`src/rtl/prog_loader.sv`:
```
// Boot-time program loader: turns a little-endian byte stream (32-bit word
// count header, then instruction words) into sequential instruction-memory
// writes starting at word 0, and keeps the core in reset until a complete,
// valid program has been written.
module prog_loader #(
    parameter int ADDR_WIDTH = 8
) (
    input  logic                  clk,
    input  logic                  rst,
    input  logic                  start,
    input  logic                  in_valid,
    input  logic [7:0]            in_data,
    output logic                  in_ready,
    output logic                  imem_we,
    output logic [ADDR_WIDTH-1:0] imem_addr,
    output logic [31:0]           imem_wdata,
    output logic                  core_rst,
    output logic                  done,
    output logic                  error,
    output logic [ADDR_WIDTH:0]   words_loaded
);

    // Memory depth as a 32-bit value so the header comparison is a plain
    // unsigned 32-bit compare.
    localparam logic [31:0]         DEPTH_W = 32'd1 << ADDR_WIDTH;
    localparam logic [ADDR_WIDTH:0] WL_ONE  = {{ADDR_WIDTH{1'b0}}, 1'b1};

    typedef enum logic [2:0] {
        S_IDLE,
        S_HDR,
        S_DATA,
        S_DONE,
        S_ERR
    } state_t;

    state_t state;
    state_t state_nxt;

    // Byte lane of the next accepted byte, and the three low bytes collected
    // so far. The top byte is never stored: it arrives on in_data in the same
    // cycle the word is consumed.
    logic [1:0]            lane;
    logic [23:0]           asm_lo;
    logic [ADDR_WIDTH:0]   n_words;

    logic                  accept;
    logic                  word_last;
    logic [31:0]           word_full;
    logic [ADDR_WIDTH:0]   wl_inc;
    logic                  hdr_zero;
    logic                  hdr_over;

    // Place a byte into its lane of the partial word; lane 3 is never stored.
    function automatic logic [23:0] insert_byte(
        input logic [23:0] word,
        input logic [1:0]  sel,
        input logic [7:0]  b
    );
        logic [23:0] r;
        r = word;
        case (sel)
            2'd0:    r[7:0]   = b;
            2'd1:    r[15:8]  = b;
            2'd2:    r[23:16] = b;
            default: r        = word;
        endcase
        return r;
    endfunction

    // State register.
    always_ff @(posedge clk) begin
        if (rst) begin
            state <= S_IDLE;
        end else begin
            state <= state_nxt;
        end
    end

    // Next-state decode: header evaluation, last-word detection, restart.
    always_comb begin
        state_nxt = state;
        case (state)
            S_IDLE: begin
                if (start) begin
                    state_nxt = S_HDR;
                end
            end
            S_HDR: begin
                if (word_last) begin
                    if (hdr_zero) begin
                        state_nxt = S_DONE;
                    end else if (hdr_over) begin
                        state_nxt = S_ERR;
                    end else begin
                        state_nxt = S_DATA;
                    end
                end
            end
            S_DATA: begin
                if (word_last && (wl_inc == n_words)) begin
                    state_nxt = S_DONE;
                end
            end
            S_DONE, S_ERR: begin
                if (start) begin
                    state_nxt = S_HDR;
                end
            end
            default: state_nxt = S_IDLE;
        endcase
    end

    // Output decode from the registered state plus the handshake it implies.
    always_comb begin
        in_ready  = (state == S_HDR) || (state == S_DATA);
        accept    = in_ready && in_valid;
        word_last = accept && (lane == 2'd3);
        word_full = {in_data, asm_lo};
        wl_inc    = words_loaded + WL_ONE;
        hdr_zero  = (word_full == 32'd0);
        hdr_over  = (word_full > DEPTH_W);
    end

    // Byte assembly, word count bookkeeping, memory write and status flags.
    always_ff @(posedge clk) begin
        if (rst) begin
            lane         <= 2'd0;
            asm_lo       <= 24'd0;
            n_words      <= '0;
            words_loaded <= '0;
            imem_we      <= 1'b0;
            imem_addr    <= '0;
            imem_wdata   <= 32'd0;
            core_rst     <= 1'b1;
            done         <= 1'b0;
            error        <= 1'b0;
        end else begin
            imem_we <= 1'b0;

            if (accept) begin
                asm_lo <= insert_byte(asm_lo, lane, in_data);
                lane   <= lane + 2'd1;
            end

            case (state)
                S_IDLE: begin
                    if (start) begin
                        lane <= 2'd0;
                    end
                end
                S_HDR: begin
                    if (word_last && !hdr_zero && !hdr_over) begin
                        n_words      <= word_full[ADDR_WIDTH:0];
                        words_loaded <= '0;
                    end
                end
                S_DATA: begin
                    if (word_last) begin
                        imem_we      <= 1'b1;
                        imem_addr    <= words_loaded[ADDR_WIDTH-1:0];
                        imem_wdata   <= word_full;
                        words_loaded <= wl_inc;
                    end
                end
                S_DONE: begin
                    if (start) begin
                        core_rst     <= 1'b1;
                        done         <= 1'b0;
                        error        <= 1'b0;
                        words_loaded <= '0;
                        lane         <= 2'd0;
                    end else begin
                        done     <= 1'b1;
                        core_rst <= 1'b0;
                    end
                end
                S_ERR: begin
                    if (start) begin
                        core_rst     <= 1'b1;
                        done         <= 1'b0;
                        error        <= 1'b0;
                        words_loaded <= '0;
                        lane         <= 2'd0;
                    end else begin
                        error    <= 1'b1;
                        core_rst <= 1'b1;
                    end
                end
                default: begin
                    core_rst <= 1'b1;
                end
            endcase
        end
    end

endmodule

```
`config.mk`:
```
export PLATFORM = sky130hd
export DESIGN_NAME = prog_loader
export DESIGN_NICKNAME = d
export VERILOG_FILES = /design/src/rtl/prog_loader.sv
export SDC_FILE = /design/constraint.sdc
export NUM_CORES = 1
export LEC_CHECK = 0
export BUFFER_PORTS_ARGS = -buffer_cell sky130_fd_sc_hd__buf_2
export CAP_MARGIN = 25
export CORE_ASPECT_RATIO = 0.5
export CORE_UTILIZATION = 39
export DETAILED_ROUTE_END_ITERATION = 16
export PLACE_DENSITY_LB_ADDON = 0.05
export SLEW_MARGIN = 20
export SYNTH_ARGS = -nofsm -noshare
export SYNTH_HDL_FRONTEND = slang
export SYNTH_SLANG_ARGS = --single-unit
```
`constraint.sdc`:
```
create_clock -name clk -period 2.3 [get_ports clk]
set_clock_uncertainty 0.1 [all_clocks]
set_input_delay 0.23 -clock clk [delete_from_list [all_inputs] [get_ports clk]]
set_output_delay 0.23 -clock clk [all_outputs]
set_load 0.02 [all_outputs]
```
* Word-level counts from Yosys, hierarchy flattened *
Index checks and enable logic that the tools add are counted.

word-level totals
  flip-flop bits (word level) = 91
  input bits = 12
  output and inout port bits = 54
  word-level logic and storage cells = 79

operators by class
  add/sub/neg operators = 2
  magnitude comparators = 1
  equal/unequal tests = 16
  mux-type cells = 20
  bitwise operators = 1
  reductions and logical operators = 26

operators by type and width
  operator             number
  $gt 32x9->1 const B  1
  $logic_not 32->1     1
  $mux 9               3
  $pmux 9 s3           1
  $mux 3               5
  $reduce_and 2->1     7
  $ne 2x2->1 const B   5
  $add 9x1->9 const B  1
  $eq 9x9->1           1
  $pmux 3 s3           1
  $eq 3x2->1 const B   2
  $mux 2               3
  $ne 2x1->1 const B   3
  $pmux 1 s2           3
  $reduce_or 3->1      2
  $logic_and 1x1->1    5
  $eq 2x2->1 const B   2
  $mux 1               4
  $reduce_and 4->1     1
  $reduce_or 2->1      2
  $eq 3x1->1 const B   1
  $eq 3x3->1 const B   1
  $logic_not 3->1      1
  $reduce_and 3->1     1
  other kinds (8)      9

* Depth between registers and ports, before layout *
  depth after elaboration = 8
  mapped depth = 7
  gate-level depth less buffers = 6

* Worst setup path after synthesis *
No wires, ideal clock.

  path kind = register to register
  start = reg asm_lo[12]
  end = reg state[0]
  library setup time = 79 ps
  data arrival time = 2035 ps
  setup slack = 86 ps
  stages on the path, launching flop included = 6
  cells stage by stage = dfxtp_1 or4_4 or4_4 or4b_1 o211a_1 a211oi_2

on the way
  cells in the longest elaborated chain, start to end = 4

ends and longest elaborated chain
  item                    RTL line  source
  from (decl)             43        logic [23:0] asm_lo;
  from (signal assigned)  141       asm_lo <= insert_byte(asm_lo, lane, in_data);
  $logic_not 32->1        120       hdr_zero = (word_full == 32'd0);
  $mux 3                  90        if (hdr_zero) begin
  $mux 3                  89        if (word_last) begin
  $pmux 3 s3              82        case (state)
  to (signal assigned)    75        state <= state_nxt;
  to (decl)               36        state_t state;

No other way between the ends. The select of a mux whose other input is x is not followed.
A chain may end at the register's enable or synchronous reset.

* Worst setup path in the final report *
Same ends and word-level chain as after synthesis.

==> results.md <==
• **outcome** finished, final reports clean
• **gr ovfl total** 0
• **multi-input combinational cell area** 0.00209 mm²
• **net total in the final layout** 587
• **fraction of the mapped netlist area in compound gates** 16.9%
• **largest family of logic cells by synthesized area** simple AND/OR/NAND/NOR gates
• **first-pass GRT wire length** 16.8 mm
• **# hold bufs at CTS** 0
• **I/O pin count** 66
• **average vias per placed instance** 5.21
• **placed insts** 693
• **highest clock rate** 445 MHz
• **Gate Count Post-Synth** 505
• **largest net degree at the start of global routing** 100
• **count of flip-flops with a built-in enable after synthesis** 0
• **setup repair after global routing missed its margin** yes
• **initial antenna violation count** 0
• **buffer cell driving the clock tree root** sky130_fd_sc_hd__clkbuf_16
• **cell area reported after detailed placement** 0.00459 mm²
• **Synth Area in Simple Gates** 27.1%
• **Peak supply drop** 366 µV
• **r2r setup slk** 0.05 ns
• **clock-pin slew on the worst setup and hold paths** 0.07 ns
• **post-synthesis mux area share** 2.49%
• **via total after detailed routing** 3698
• **maximum fanout count along the critical path** 2
• **overall routing resource usage** 20.0%
• **post-placement setup slack** 0.0211 ns
• **post-route cell area** 0.00495 mm²
• **# rows** 25
• **critical path arrival** 2.41 ns
• **drt pass-1 iters** 5
• **min-delay worst type** input pin to flop
• **die boundary width** 146 µm
• **Fill cells** 972
• **count of routing violations after the opening detailed-route iteration** 229
• **Startpoint Class** flop
• **Yosys reg bits** 91
• **Port Buffer Count** 65
• **Max-Cap Viols** 0
• **Netlist Area Pre-Place** 0.00403 mm²
• **WHS** 0.0997 ns
• **required arrival time at the worst endpoint** 2.46 ns
• **worst-case reg-to-reg path depth** 5
• **Seq. cell area** 0.00182 mm²
• **synthesized area per cell** 7.97 µm²
• **Reg-to-Reg Start** asm_lo[12]
• **most instantiated flip-flop cell in the synthesis netlist** sky130_fd_sc_hd__dfxtp_1
• **relative slew slack** 66.2%
• **type of the worst setup path** flop to flop
• **Total Die Area** 0.0108 mm²
• **endpoint of the worst register-to-register path** state[0]
• **static leakage power** 1.86 nW
• **height of the chip** 73.8 µm
• **share of synthesized area occupied by flip-flops and latches** 45.2%
• **deepest level of the CTS H-tree** 3
• **post-detailed-routing wire length** 10.4 mm
• **Post-route DRC** 0
• **xor-xnor portion of the synthesized cell area** 2.61%
• **Setup-failing EPs final** 0
• **Power per Cell Area** 682 mW/mm²
• **clock period minus final worst setup slack** 2.25 ns
• **kind of end point of the critical path** flop
• **number of cells in the finished layout apart from fillers** 710
• **total count of max-transition violations in the final report** 0
• **number of hold violations in the final report** 0
• **hold path start** in_data[0]
• **Least-Margin Pin Slew** 0.507 ns
• **async set-or-reset flop fraction in the synthesized netlist** 0%
• **instance count along the most critical hold path** 3
• **Synth Area in Adders** 1.55%
• **count of antenna-violating nets left after detailed routing** 0
• **initial core utilization** 41.4%
• **per-cell routed wire length** 14.6 µm
• **proportion of layout cells with a drive suffix above 1** 21.9%
• **final worst setup slack** 0.0509 ns
• **worst-skew pair later-pin latency** 0.34 ns
• **CTS tree** built
• **placer's final routability congestion estimate** 0.836
• **HPWL reported at the end of detailed placement** 7.22 mm
• **syn nets** 522
• **final cycle utilization of the critical path** 97.8%
• **count of clock tree sinks** 91
• **count of warnings emitted by yosys** 0
• **Core Area** 0.00973 mm²
• **via count of the first global-routing pass** 3266
• **relative area change from synthesis to final layout** 22.9%
• **number of buffers added by the clock tree synthesis step** 9
• **CTS max path bufs** 2
• **Netlist cell types** 49
• **number of antenna cells inserted** 0
• **Hold EP** asm_lo[16]
## cell usage after synthesis, drive strengths merged (9+ instances only)
master    n  area [µm²]
dfxtp    91        1820
clkbuf   31         116
nor2     16        60.1
nor4      9        56.3
mux2i    10         100
a21oi    75         375
xnor2    10        87.6
nand2   118         443
nand3    31         155
nand2b   21         131
## through the flow
stage / util, % / TNS [ns] / total power [mW]
4_1_cts: 50.5 / 0 / 3.42
6_report: 50.9 / 0 / 3.38
3_3_place_gp: 47.2 / 0 / 1.88
2_1_floorplan: - / 0 / 1.79
3_5_place_dp: 47.2 / 0 / 1.88
5_1_grt: 50.9 / -0.0100 / 3.52
## worst max-delay path, stage by stage, from the launching register on
cell                       delay [ns]
sky130_fd_sc_hd__dfxtp_1         0.31
sky130_fd_sc_hd__or4_4           0.55
sky130_fd_sc_hd__or4_4           0.46
sky130_fd_sc_hd__or4b_1          0.48
sky130_fd_sc_hd__o211a_1         0.13
sky130_fd_sc_hd__a211oi_2        0.13
## cell families (layout without fill, tap and decap cells)
logic type               count (synthesis)  in the layout
multiplexers                            10             10
adder cells (fa/ha/maj)                  5              5
flip-flops                              91             91
AO/OA/AOI/OAI                          114            114
XOR/XNOR                                12             12
buffers and inverters                   43            113
AND/OR/NAND/NOR                        230            230
## where the power goes
part	internal [mW]	total (mW)	switching [mW]
registers	1.59	1.60	0.0147
clock network	0.886	1.53	0.647
logic	0.0841	0.241	0.157
## state kept, by name (all words and copies together), names as in the netlist
| signal | flops |
|---|---|
| n_words | 9 |
| lane | 2 |
| imem_wdata | 32 |
| asm_lo | 24 |
| state | 3 |
| words_loaded | 9 |
| error | 1 |
| core_rst | 1 |
| imem_addr | 8 |
| done | 1 |
| imem_we | 1 |
## worst max path at each step
stage                     startpoint              end  slack [ns]  depth (start not counted)
after floorplan           asm_lo[12]         state[0]        0.09                          5
after global placement    asm_lo[12]         state[0]        0.03                          5
after CTS                 asm_lo[13]  words_loaded[0]       0.001                          6
after global routing      asm_lo[12]         state[0]       -0.01                          5
after detailed placement  asm_lo[13]       n_words[5]        0.02                          6
final                     asm_lo[12]         state[0]        0.05                          5
## area by class of cell
cell class	instances	share of cell area (%)
Clock buffer	10	4.83
Clock inverter	6	1.44
Inverter	5	0.379
Multi-Input combinational cell	371	42.2
Sequential cell	91	36.8
Tap cell	135	3.41
Timing Repair Buffer	92	10.9
## layer usage
layer	GRT usage [%]	wire length, µm	vias to the layer above
met5	0	0	-
met4	5.03	48	0
met3	4.97	432	6
met2	30.3	4410	89
met1	28.3	5480	1727
li1	-	-	1876
## repair_timing
item / in CTS / in global routing
endpoints found under the setup margin: 1 / 18
setup buffers: 1 / 0
pin swaps: 4 / 2
gates resized for setup: 1 / 7
## cell usage in the layout, fill, tap and decap left out, drive strengths merged, types with 7 or more instances in the layout
cell type    n
buf         92
inv          8
clkbuf      10
o21ai        7
nand2      118
nand2b      21
nor4         9
dfxtp       91
nand3       31
a21oi       75
mux2i       10
and3         7
xnor2       10
nor2        16
Note: power is estimated with default switching activity, not from simulation.
